[config.mk]
export PLATFORM = sky130hd
export DESIGN_NAME = ysyx_22051013_csr_unit
export DESIGN_NICKNAME = d
export VERILOG_FILES = /design/src/rtl/ysyx_22051013_csr_unit_pkg.sv /design/src/rtl/ysyx_22051013_csr_counter.sv /design/src/rtl/ysyx_22051013_csr_unit.sv
export SDC_FILE = /design/constraint.sdc
export NUM_CORES = 1
export LEC_CHECK = 0
export ABC_AREA = 0
export CORE_ASPECT_RATIO = 0.5
export CORE_MARGIN = 2
export CORE_UTILIZATION = 50
export CTS_CLUSTER_DIAMETER = 100
export CTS_CLUSTER_SIZE = 28
export DETAILED_ROUTE_END_ITERATION = 8
export PLACE_DENSITY = 0.75
export SLEW_MARGIN = 20
export SYNTH_ARGS = -nofsm -noshare
export SYNTH_HDL_FRONTEND = slang
export SYNTH_SLANG_ARGS = --single-unit
[constraint.sdc]
create_clock -name clk -period 7.15 [get_ports clk]
set_clock_uncertainty 0.1 [all_clocks]
set_input_delay 1.43 -clock clk [delete_from_list [all_inputs] [get_ports clk]]
set_output_delay 1.43 -clock clk [all_outputs]
set_load 0.1 [all_outputs]
[src/rtl/ysyx_22051013_csr_unit_pkg.sv]
// Shared constants for the machine-mode CSR unit: CSR map, op encodings, control bit
// positions, mstatus fields and the RW/RS/RC merge.
package ysyx_22051013_csr_unit_pkg;

  localparam logic [11:0] CsrMstatus  = 12'h300;
  localparam logic [11:0] CsrMisa     = 12'h301;
  localparam logic [11:0] CsrMie      = 12'h304;
  localparam logic [11:0] CsrMtvec    = 12'h305;
  localparam logic [11:0] CsrMscratch = 12'h340;
  localparam logic [11:0] CsrMepc     = 12'h341;
  localparam logic [11:0] CsrMcause   = 12'h342;
  localparam logic [11:0] CsrMip      = 12'h344;
  localparam logic [11:0] CsrMcycle   = 12'hB00;
  localparam logic [11:0] CsrMinstret = 12'hB02;
  localparam logic [11:0] CsrMhartid  = 12'hF14;

  typedef enum logic [1:0] {
    CsrOpNone = 2'b00,
    CsrOpRw   = 2'b01,
    CsrOpRs   = 2'b10,
    CsrOpRc   = 2'b11
  } csr_op_e;

  // Bit positions inside csr_ctl = {wr_ena, rd_ena, ecall, mret}
  localparam int unsigned CtlWrEna = 3;
  localparam int unsigned CtlRdEna = 2;
  localparam int unsigned CtlEcall = 1;
  localparam int unsigned CtlMret  = 0;

  localparam int unsigned MstatusMie  = 3;
  localparam int unsigned MstatusMpie = 7;

  localparam logic [63:0] MstatusRst   = 64'h1800;
  localparam logic [63:0] McauseEcallM = 64'd11;

  function automatic logic [63:0] csr_merge(input csr_op_e op, input logic [63:0] old_val,
                                            input logic [63:0] src);
    unique case (op)
      CsrOpRw: csr_merge = src;
      CsrOpRs: csr_merge = old_val | src;
      CsrOpRc: csr_merge = old_val & ~src;
      default: csr_merge = old_val;
    endcase
  endfunction

endpackage

[src/rtl/ysyx_22051013_csr_counter.sv]
// 64-bit free-running counter with synchronous reset; a load overrides the increment.
module ysyx_22051013_csr_counter (
  input  logic        clk,
  input  logic        rst,
  input  logic        inc_i,
  input  logic        load_i,
  input  logic [63:0] load_val_i,
  output logic [63:0] cnt_o
);

  logic [63:0] cnt_d, cnt_q;

  always_comb begin
    cnt_d = cnt_q;
    if (load_i) begin
      cnt_d = load_val_i;
    end else if (inc_i) begin
      cnt_d = cnt_q + 64'd1;
    end
  end

  always_ff @(posedge clk) begin
    if (rst) begin
      cnt_q <= '0;
    end else begin
      cnt_q <= cnt_d;
    end
  end

  assign cnt_o = cnt_q;

endmodule

[src/rtl/ysyx_22051013_csr_unit.sv]
// Machine-mode CSR file and trap controller: CSR read/modify/write, ecall/mret PC redirect,
// mcycle/minstret counters.
module ysyx_22051013_csr_unit
  import ysyx_22051013_csr_unit_pkg::*;
#(
  parameter logic [63:0] HARTID   = 64'd0,
  parameter logic [63:0] MISA_VAL = 64'h8000_0000_0000_0100
) (
  input  logic        clk,
  input  logic        rst,
  input  logic        inst_valid,
  input  logic [3:0]  csr_ctl,
  input  logic [1:0]  csr_op,
  input  logic [11:0] csr_addr,
  input  logic [63:0] csr_src,
  input  logic [63:0] pc_i,
  output logic [63:0] csr_rdata,
  output logic        trap_valid,
  output logic [63:0] trap_pc,
  output logic        illegal_csr
);

  logic wr_ena, rd_ena, ecall, mret;
  assign wr_ena = csr_ctl[CtlWrEna];
  assign rd_ena = csr_ctl[CtlRdEna];
  assign ecall  = csr_ctl[CtlEcall];
  assign mret   = csr_ctl[CtlMret];

  logic        mie_bit_q, mpie_bit_q;
  logic [63:0] mie_q, mtvec_q, mscratch_q, mepc_q, mcause_q;
  logic [63:0] mcycle, minstret;
  logic [63:0] mstatus_val, raw_rdata, wdata;
  logic        mapped, read_only, do_write;

  // Only MIE/MPIE are stored; MPP is hardwired to M-mode.
  assign mstatus_val = MstatusRst | (64'(mpie_bit_q) << MstatusMpie)
                                  | (64'(mie_bit_q) << MstatusMie);

  always_comb begin
    raw_rdata = '0;
    mapped    = 1'b1;
    case (csr_addr)
      CsrMstatus:  raw_rdata = mstatus_val;
      CsrMisa:     raw_rdata = MISA_VAL;
      CsrMie:      raw_rdata = mie_q;
      CsrMtvec:    raw_rdata = mtvec_q;
      CsrMscratch: raw_rdata = mscratch_q;
      CsrMepc:     raw_rdata = mepc_q;
      CsrMcause:   raw_rdata = mcause_q;
      CsrMip:      raw_rdata = '0;
      CsrMcycle:   raw_rdata = mcycle;
      CsrMinstret: raw_rdata = minstret;
      CsrMhartid:  raw_rdata = HARTID;
      default:     mapped    = 1'b0;
    endcase
  end

  assign read_only = (csr_addr[11:10] == 2'b11) || (csr_addr == CsrMisa);
  assign wdata     = csr_merge(csr_op_e'(csr_op), raw_rdata, csr_src);
  assign do_write  = inst_valid && wr_ena && !ecall && !mret && mapped && !read_only
                     && (csr_op != CsrOpNone);

  always_ff @(posedge clk) begin
    if (rst) begin
      mie_bit_q  <= 1'b0;
      mpie_bit_q <= 1'b0;
      mie_q      <= '0;
      mtvec_q    <= '0;
      mscratch_q <= '0;
      mepc_q     <= '0;
      mcause_q   <= '0;
    end else if (inst_valid && ecall) begin
      mepc_q     <= pc_i;
      mcause_q   <= McauseEcallM;
      mpie_bit_q <= mie_bit_q;
      mie_bit_q  <= 1'b0;
    end else if (inst_valid && mret) begin
      mie_bit_q  <= mpie_bit_q;
      mpie_bit_q <= 1'b1;
    end else if (do_write) begin
      case (csr_addr)
        CsrMstatus: begin
          mie_bit_q  <= wdata[MstatusMie];
          mpie_bit_q <= wdata[MstatusMpie];
        end
        CsrMie:      mie_q      <= wdata;
        CsrMtvec:    mtvec_q    <= {wdata[63:2], 2'b00};
        CsrMscratch: mscratch_q <= wdata;
        CsrMepc:     mepc_q     <= {wdata[63:2], 2'b00};
        CsrMcause:   mcause_q   <= wdata;
        default:     ;
      endcase
    end
  end

  ysyx_22051013_csr_counter u_mcycle (
    .clk        (clk),
    .rst        (rst),
    .inc_i      (1'b1),
    .load_i     (do_write && (csr_addr == CsrMcycle)),
    .load_val_i (wdata),
    .cnt_o      (mcycle)
  );

  ysyx_22051013_csr_counter u_minstret (
    .clk        (clk),
    .rst        (rst),
    .inc_i      (inst_valid),
    .load_i     (do_write && (csr_addr == CsrMinstret)),
    .load_val_i (wdata),
    .cnt_o      (minstret)
  );

  always_comb begin
    csr_rdata   = '0;
    trap_valid  = 1'b0;
    trap_pc     = '0;
    illegal_csr = 1'b0;
    if (!rst) begin
      csr_rdata   = rd_ena ? raw_rdata : '0;
      illegal_csr = ((rd_ena || wr_ena) && !mapped) || (wr_ena && read_only);
      trap_valid  = inst_valid && (ecall || mret);
      if (inst_valid && ecall) begin
        trap_pc = {mtvec_q[63:2], 2'b00};
      end else if (inst_valid && mret) begin
        trap_pc = mepc_q;
      end
    end
  end

endmodule

==> results of run 1 <==
cells in the final DEF (no fill, tap or decap), types with 93 or more instances in the layout:
master,instances
dfxtp_1,448
nor2_1,295
a21oi_1,294
o21ai_0,234
nand2_1,215
nand3_1,148
clkdlybuf4s50_1,144
buf_4,135
a211oi_1,107
o22ai_1,106
mux2i_1,98
xnor2_1,98
nor3_1,93
metrics by stage:
step	std cells	area [µm²]	setup WS, ps
6_report	3862	29100	783
5_1_grt	3862	29100	789
4_1_cts	3862	29100	852
3_5_place_dp	3843	28600	867
3_3_place_gp	3843	28600	1030
2_1_floorplan	3127	25200	740
layer usage:
metal / vias to the layer above / track usage [%] / wire [µm]
met3: 415 / 7.29 / 11600
met5: - / 0.463 / 0
li1: 11800 / - / -
met1: 12800 / 51.2 / 41300
met2: 1841 / 60.6 / 46000
met4: 0 / 27.5 / 8870
kinds of logic (layout without fill, tap and decap cells):
logic type	after synthesis	count (layout)	synth area share, %
compound gates	1068	1068	27.7
xor+xnor	134	134	4.66
fa+ha+maj	2	2	0.0994
buf+inv	314	389	5.55
flops	448	448	35.6
mux	162	162	6.76
simple gates	999	999	19.6
worst max-delay path, delay by kind of cell:
family                 cells  cell delay [ps]
and+or+nand+nor            4             1280
buffers and inverters      2             1160
AOI/OAI and AO/OA          2              950
sequential cells by signal, summed over array words and instances (netlist names):
name,count
mscratch_q,64
mepc_q,64
u_mcycle.cnt_o,64
mcause_q,64
u_minstret.cnt_o,64
mie_q,64
mie_bit_q,1
mpie_bit_q,1
mtvec_q,62
path summary, 6_finish.rpt:
kind	start	to	slack, ps	depth (start not counted)
hold reg to reg	mscratch_q[3]$_SDFFE_PP0P_	mscratch_q[3]$_SDFFE_PP0P_	360	2
setup / recovery	csr_addr[2]	illegal_csr	780	8
hold / removal	mscratch_q[3]$_SDFFE_PP0P_	mscratch_q[3]$_SDFFE_PP0P_	360	2
setup reg to reg	u_minstret.cnt_o[10]$_SDFFE_PP0P_	u_minstret.cnt_o[63]$_SDFFE_PP0P_	3850	6
final cells by class:
| type | instances | area, µm² | share of cell area, % |
|---|---|---|---|
| repair buffers | 351 | 3840 | 13.2 |
| well taps | 660 | 826 | 2.84 |
| clock buffers | 19 | 475 | 1.64 |
| flip-flops and latches | 448 | 8970 | 30.8 |
| multi-input cells | 2365 | 14900 | 51.2 |
| inverters | 19 | 76.3 | 0.263 |
power groups by stage:
stage | clock network, W | logic [W] | registers [W]
CTS | 0.00130 | 0.000579 | 0.00254
finish | 0.00133 | 0.000600 | 0.00254
global placement | 0 | 0.000571 | 0.00260
global route | 0.00140 | 0.000613 | 0.00255
detailed placement | 0 | 0.000576 | 0.00260
floorplan | 0 | 0.000321 | 0.00259
==> key figures, run 1 <==
Power and ir drop
  – Relative contribution of the clock network to total power: 29.7%
  – Peak supply drop: 0.000139 V
  – Switch share: 28.6%
  – Reported net switching power: 0.00128 W
  – Power share of the sequential group: 56.8%
  – Total chip power: 0.00448 W
  – Power density over cell area: 154 nW/µm²
  – Logic pwr share: 13.4%
  – Cell-internal power: 0.00319 W
  – Cell leakage power: 9.66 nW

Final layout
  – Area growth, synth to finish: 15.5%
  – Net count reported at finish: 3355
  – FILL cells: 4558
  – Share of layout cells above drive strength 1: 11.9%
  – Antenna Diode Count: 0
  – Final design utilization: 58.2%

Run status
  – Result of the run: finished, violations left
  – Violations in the final reports: DRC

Worst setup path
  – Highest-delay cell along the critical path: clkdlybuf4s50_1
  – Start-to-end type of the worst setup path: input pin to primary output
  – Series of cell instances along the critical path: clkdlybuf4s50_1 > nand2b_1 > or4_1 > a2111oi_0 > nor3_1 > a221oi_1 > nor3_1 > buf_12
  – Worst path most repeated cell: nor3_1
  – CP max stage delay: 950 ps
  – Kind of end point of the critical path: primary output
  – Arrival time of data at the critical path endpoint: 4840 ps
  – Max Fanout on Critical Path: 24
  – Crit start category: input pin
  – CP required: 5620 ps

GRT
  – Largest net degree at the start of global routing: 90
  – Remaining global-route overflow: 0
  – Vias in the first global route: 24700
  – Antenna violations before repair: 1
  – All-layer global routing usage: 39.7%
  – Global-route wire length before repair: 158000 µm

Clock network
  – Number of setup buffers added after CTS: 0
  – TritonCTS Buffers: 19
  – Max H-tree Level: 1
  – Post-CTS Resized: 0
  – Clock root buffer: clkbuf_16
  – Clock-pin slew of the registers on the worst-case setup and hold paths: 100 ps
  – Later-pin clock latency in the skew report: 580 ps
  – Clock sink total: 448
  – # hold bufs at CTS: 0
  – TritonCTS clock tree: done
  – Clock buffer depth: 3

STA
  – Slew @ Worst Pin: 1280 ps
  – RSZ-0062 raised after global routing: no
  – Max-slew headroom: 14.1%
  – Final worst hold slack: 359 ps
  – Final setup violating endpoints: 0
  – Setup TNS: 0 ps
  – Peak Freq: 157 MHz
  – Shortest clock period the worst path allows after layout: 6370 ps
  – Pins over their slew limit: 0
  – Count of endpoints failing hold in the final timing report: 0
  – Period utilization: 89.0%

Flow run
  – Max-capacitance violation count: 0

Placed design
  – Gp weighted congestion: 1.01
  – Post-detailed-placement half-perimeter wirelength: 76700 µm
  – Port buffer count: 278

Synthesis
  – Share of the synthesized area in the top cell type: 35.6%
  – Distinct cell type count of the synthesized netlist: 86
  – Synth area leaders: dfxtp_1, a21oi_1, o21ai_0, nor2_1, mux2i_1
  – Post-synthesis sequential element count: 448
  – Most common library cells after synthesis: dfxtp_1, nor2_1, a21oi_1
  – Synthesized area: 25200 µm²
  – Dominant cell by count in the synthesized netlist: dfxtp_1
  – Yosys warning total: 0
  – Number of flops mapped to enable cells by yosys: 0
  – Synth async-reset ratio: 0%
  – Count of mapped cells out of synthesis: 3127
  – Cell taking the most area after synthesis: dfxtp_1
  – Proportion of synthesized chip area in sequential cells: 35.6%
  – Mean area per synthesized cell: 8.05 µm²
  – Post-synthesis net count: 3278
  – Primary FF master, synth: dfxtp_1

Floorplan
  – Overall die height: 163 µm
  – IO Count: 279
  – Core area: 50000 µm²
  – Die Wd: 321 µm
  – Number of cell rows: 58
  – Initial Util: 50.3%
  – Die Outline Area: 52300 µm²

Routing
  – Routed vias: 26900
  – Vias per Instance: 6.96
  – Wire length after detailed routing: 108000 µm
  – Iter 0 DRT Violations: 4066
  – Number of design rule violations left after detail routing: 9
  – WL per Instance: 27.9 µm
  – Antenna Nets Post-Route: 0
  – Number of search-and-repair iterations in the first detailed-routing pass: 9

Min path
  – Worst min-delay path category: flop to flop
(Power assumes the default switching activity.)
==> run 2: changes to the inputs <==
Settings changed: DONT_BUFFER_PORTS set to 1, PLACE_DENSITY 0.75 to 0.68, SKIP_LAST_GASP set to 1.
==> run 2 against run 1 <==
  * The run now ends clean
  * Register-to-register slack improved by 310 ps
  * Die area unchanged
  * Worst setup slack improved by 410 ps
  * Hold slack improved by 2.8 ps
  * Power decreased by 4.4%
  * Maximum frequency increased by 6.9%
  * Critical path depth decreased by 3
  * Combinational power decreased by 34%
  * First-iteration DRC count decreased by 9.2%
  * Utilization decreased by 5.0 points
  * Critical path type unchanged
  * Largest power group unchanged
==> key figures, run 2 (synthesis gave the netlist of run 1 again) <==
Worst setup path
  – Kind of end point of the critical path: primary output
  – Start-to-end type of the worst setup path: input pin to primary output
  – Setup slack on the worst flop-to-flop path: 4160 ps (+310 ps)
  – Max Fanout on Critical Path: 11 (-54%)
  – Crit start category: input pin
  – Worst Reg2Reg Path Length in Cells: 6 (unchanged)
  – CP required: 5620 ps (about the same)
  – Arrival time of data at the critical path endpoint: 4430 ps (-410 ps)

Final layout
  – Area taken by multi-input logic gates: 15300 µm² (+2.6%)
  – Most used cells in the layout excluding fill and tap cells: dfxtp_1, a21oi_1, o21ai_0
  – Net count reported at finish: 3118 (-7.1%)
  – Share of layout cells above drive strength 1: 14.2% (+2.3 points)
  – Final design utilization: 53.1% (-5.0 points)
  – FF+latch area: 8970 µm² (unchanged)
  – Commonest non-fill, non-tap cell in the layout: dfxtp_1
  – Area growth, synth to finish: 5.47%
  – FILL cells: 4792 (+5.1%)

Floorplan
  – Die Outline Area: 52300 µm² (unchanged)
  – Number of cell rows: 58 (unchanged)
  – IO Count: 279 (unchanged)
  – Initial Util: 50.3% (unchanged)
  – Overall die height: 163 µm (unchanged)
  – Die Wd: 321 µm (unchanged)
  – Core area: 50000 µm² (unchanged)

Min path
  – Hold path cells: 2 (unchanged)
  – Worst min-delay path category: flop to flop

STA
  – Final worst hold slack: 361 ps (+2.78 ps)
  – Shortest clock period the worst path allows after layout: 5960 ps (-409 ps)
  – Period utilization: 83.3% (-5.7 points)
  – Peak Freq: 168 MHz (+6.9%)
  – Final setup violating endpoints: 0 (unchanged)
  – Slew @ Worst Pin: 1120 ps (-154 ps)
  – RSZ-0062 raised after global routing: no
  – Worst-case setup margin in the final layout: 1190 ps (+409 ps)
  – Pins over their slew limit: 0 (unchanged)
  – Count of endpoints failing hold in the final timing report: 0 (unchanged)
  – Max-slew headroom: 24.9% (+11 points)
  – Setup TNS: 0 ps (unchanged)

Routing
  – WL per Instance: 28.6 µm (+2.6%)
  – Number of search-and-repair iterations in the first detailed-routing pass: 7 (-2)
  – Met3 wire length: 12200 µm (+4.9%)
  – Iter 0 DRT Violations: 3692 (-9.2%)
  – Routed vias: 25700 (-4.6%)
  – Length of routed wiring on met1: 40000 µm (-3.2%)
  – Amount of wire on met2 after detailed routing: 43400 µm (-5.7%)
  – Top sig layer: met4
  – Antenna Nets Post-Route: 0 (unchanged)
  – Wire length after detailed routing: 104000 µm (-3.6%)
  – Number of design rule violations left after detail routing: 0 (-9)
  – Vias per Instance: 7.07 (+1.6%)

Clock network
  – Number of setup buffers added after CTS: 0 (unchanged)
  – # hold bufs at CTS: 0 (unchanged)
  – Post-CTS Resized: 0 (unchanged)
  – TritonCTS clock tree: done
  – Clock sink total: 448 (unchanged)
  – Max H-tree Level: 1 (unchanged)
  – TritonCTS Buffers: 19 (unchanged)
  – Clock buffer depth: 3 (unchanged)
  – Clock root buffer: clkbuf_16
  – Later-pin clock latency in the skew report: 590 ps (about the same)
  – Clock-pin slew of the registers on the worst-case setup and hold paths: 110 ps (about the same)

GRT
  – Remaining global-route overflow: 0 (unchanged)
  – All-layer global routing usage: 38.4% (-1.3 points)
  – Largest net degree at the start of global routing: 194 (+120%)
  – Vias in the first global route: 23600 (-4.3%)
  – Global-route wire length before repair: 153000 µm (-3.2%)
  – Antenna violations before repair: 3 (+2)

Flow run
  – Max-capacitance violation count: 0 (unchanged)

Placed design
  – Minimum setup slack after placement: 1390 ps (+524 ps)
  – Post-detailed-placement half-perimeter wirelength: 71500 µm (-6.8%)
  – Port buffer count: 0 (-100%)
  – Gp weighted congestion: 1.00 (-1.2%)

Power and ir drop
  – Power density over cell area: 161 nW/µm² (+4.6%)
  – Peak supply drop: 0.000151 V (+8.3%)
  – Total chip power: 0.00428 W (-4.4%)
  – Cell leakage power: 8.42 nW (-13%)

Run status
  – Result of the run: finished clean
## run 2: report_power, final
group          leakage, nW  total (W)  internal [W]  switching [W]
Sequential            3.62    0.00254       0.00252      0.0000259
Combinational         4.57   0.000397      0.000111       0.000285
Clock                0.239    0.00134      0.000487       0.000848
## run 2: path summary, 6_finish.rpt
path / start / end
hold reg to reg: mscratch_q[5]$_SDFFE_PP0P_ / mscratch_q[5]$_SDFFE_PP0P_
setup / recovery: csr_addr[5] / csr_rdata[8]
hold / removal: mscratch_q[5]$_SDFFE_PP0P_ / mscratch_q[5]$_SDFFE_PP0P_
setup reg to reg: mtvec_q[56]$_SDFFE_PP0P_ / mepc_q[56]$_SDFFE_PP0P_
## run 2: routing by layer
layer / vias up / global-route usage, %
met2: 1772 / 57.2
met3: 436 / 7.83
met4: 0 / 26.2
met5: - / 0
li1: 11300 / -
met1: 12100 / 50.5
## run 2: worst max-delay path, cell delays in order
cell       delay (ps)
nand4bb_1         820
nor3_1           1110
o21ai_0           480
a21oi_2           250
buf_4             320
## run 2: area by class of cell
cell class	instances	share of cell area, %
clock inverter	1	0.0330
inverter	19	0.287
multi-input combinational	2365	57.6
tap	660	3.11
timing repair buffer	114	3.42
sequential	448	33.8
clock buffer	19	1.79
antenna	3	0.0283
## run 2: per-stage QoR
| stage | std cells | instance area (µm²) |
|---|---|---|
| 2_1_floorplan | 3127 | 25200 |
| 3_3_place_gp | 3606 | 26000 |
| 3_5_place_dp | 3606 | 26000 |
| 4_1_cts | 3626 | 26500 |
| 5_1_grt | 3628 | 26500 |
| 6_report | 3629 | 26600 |
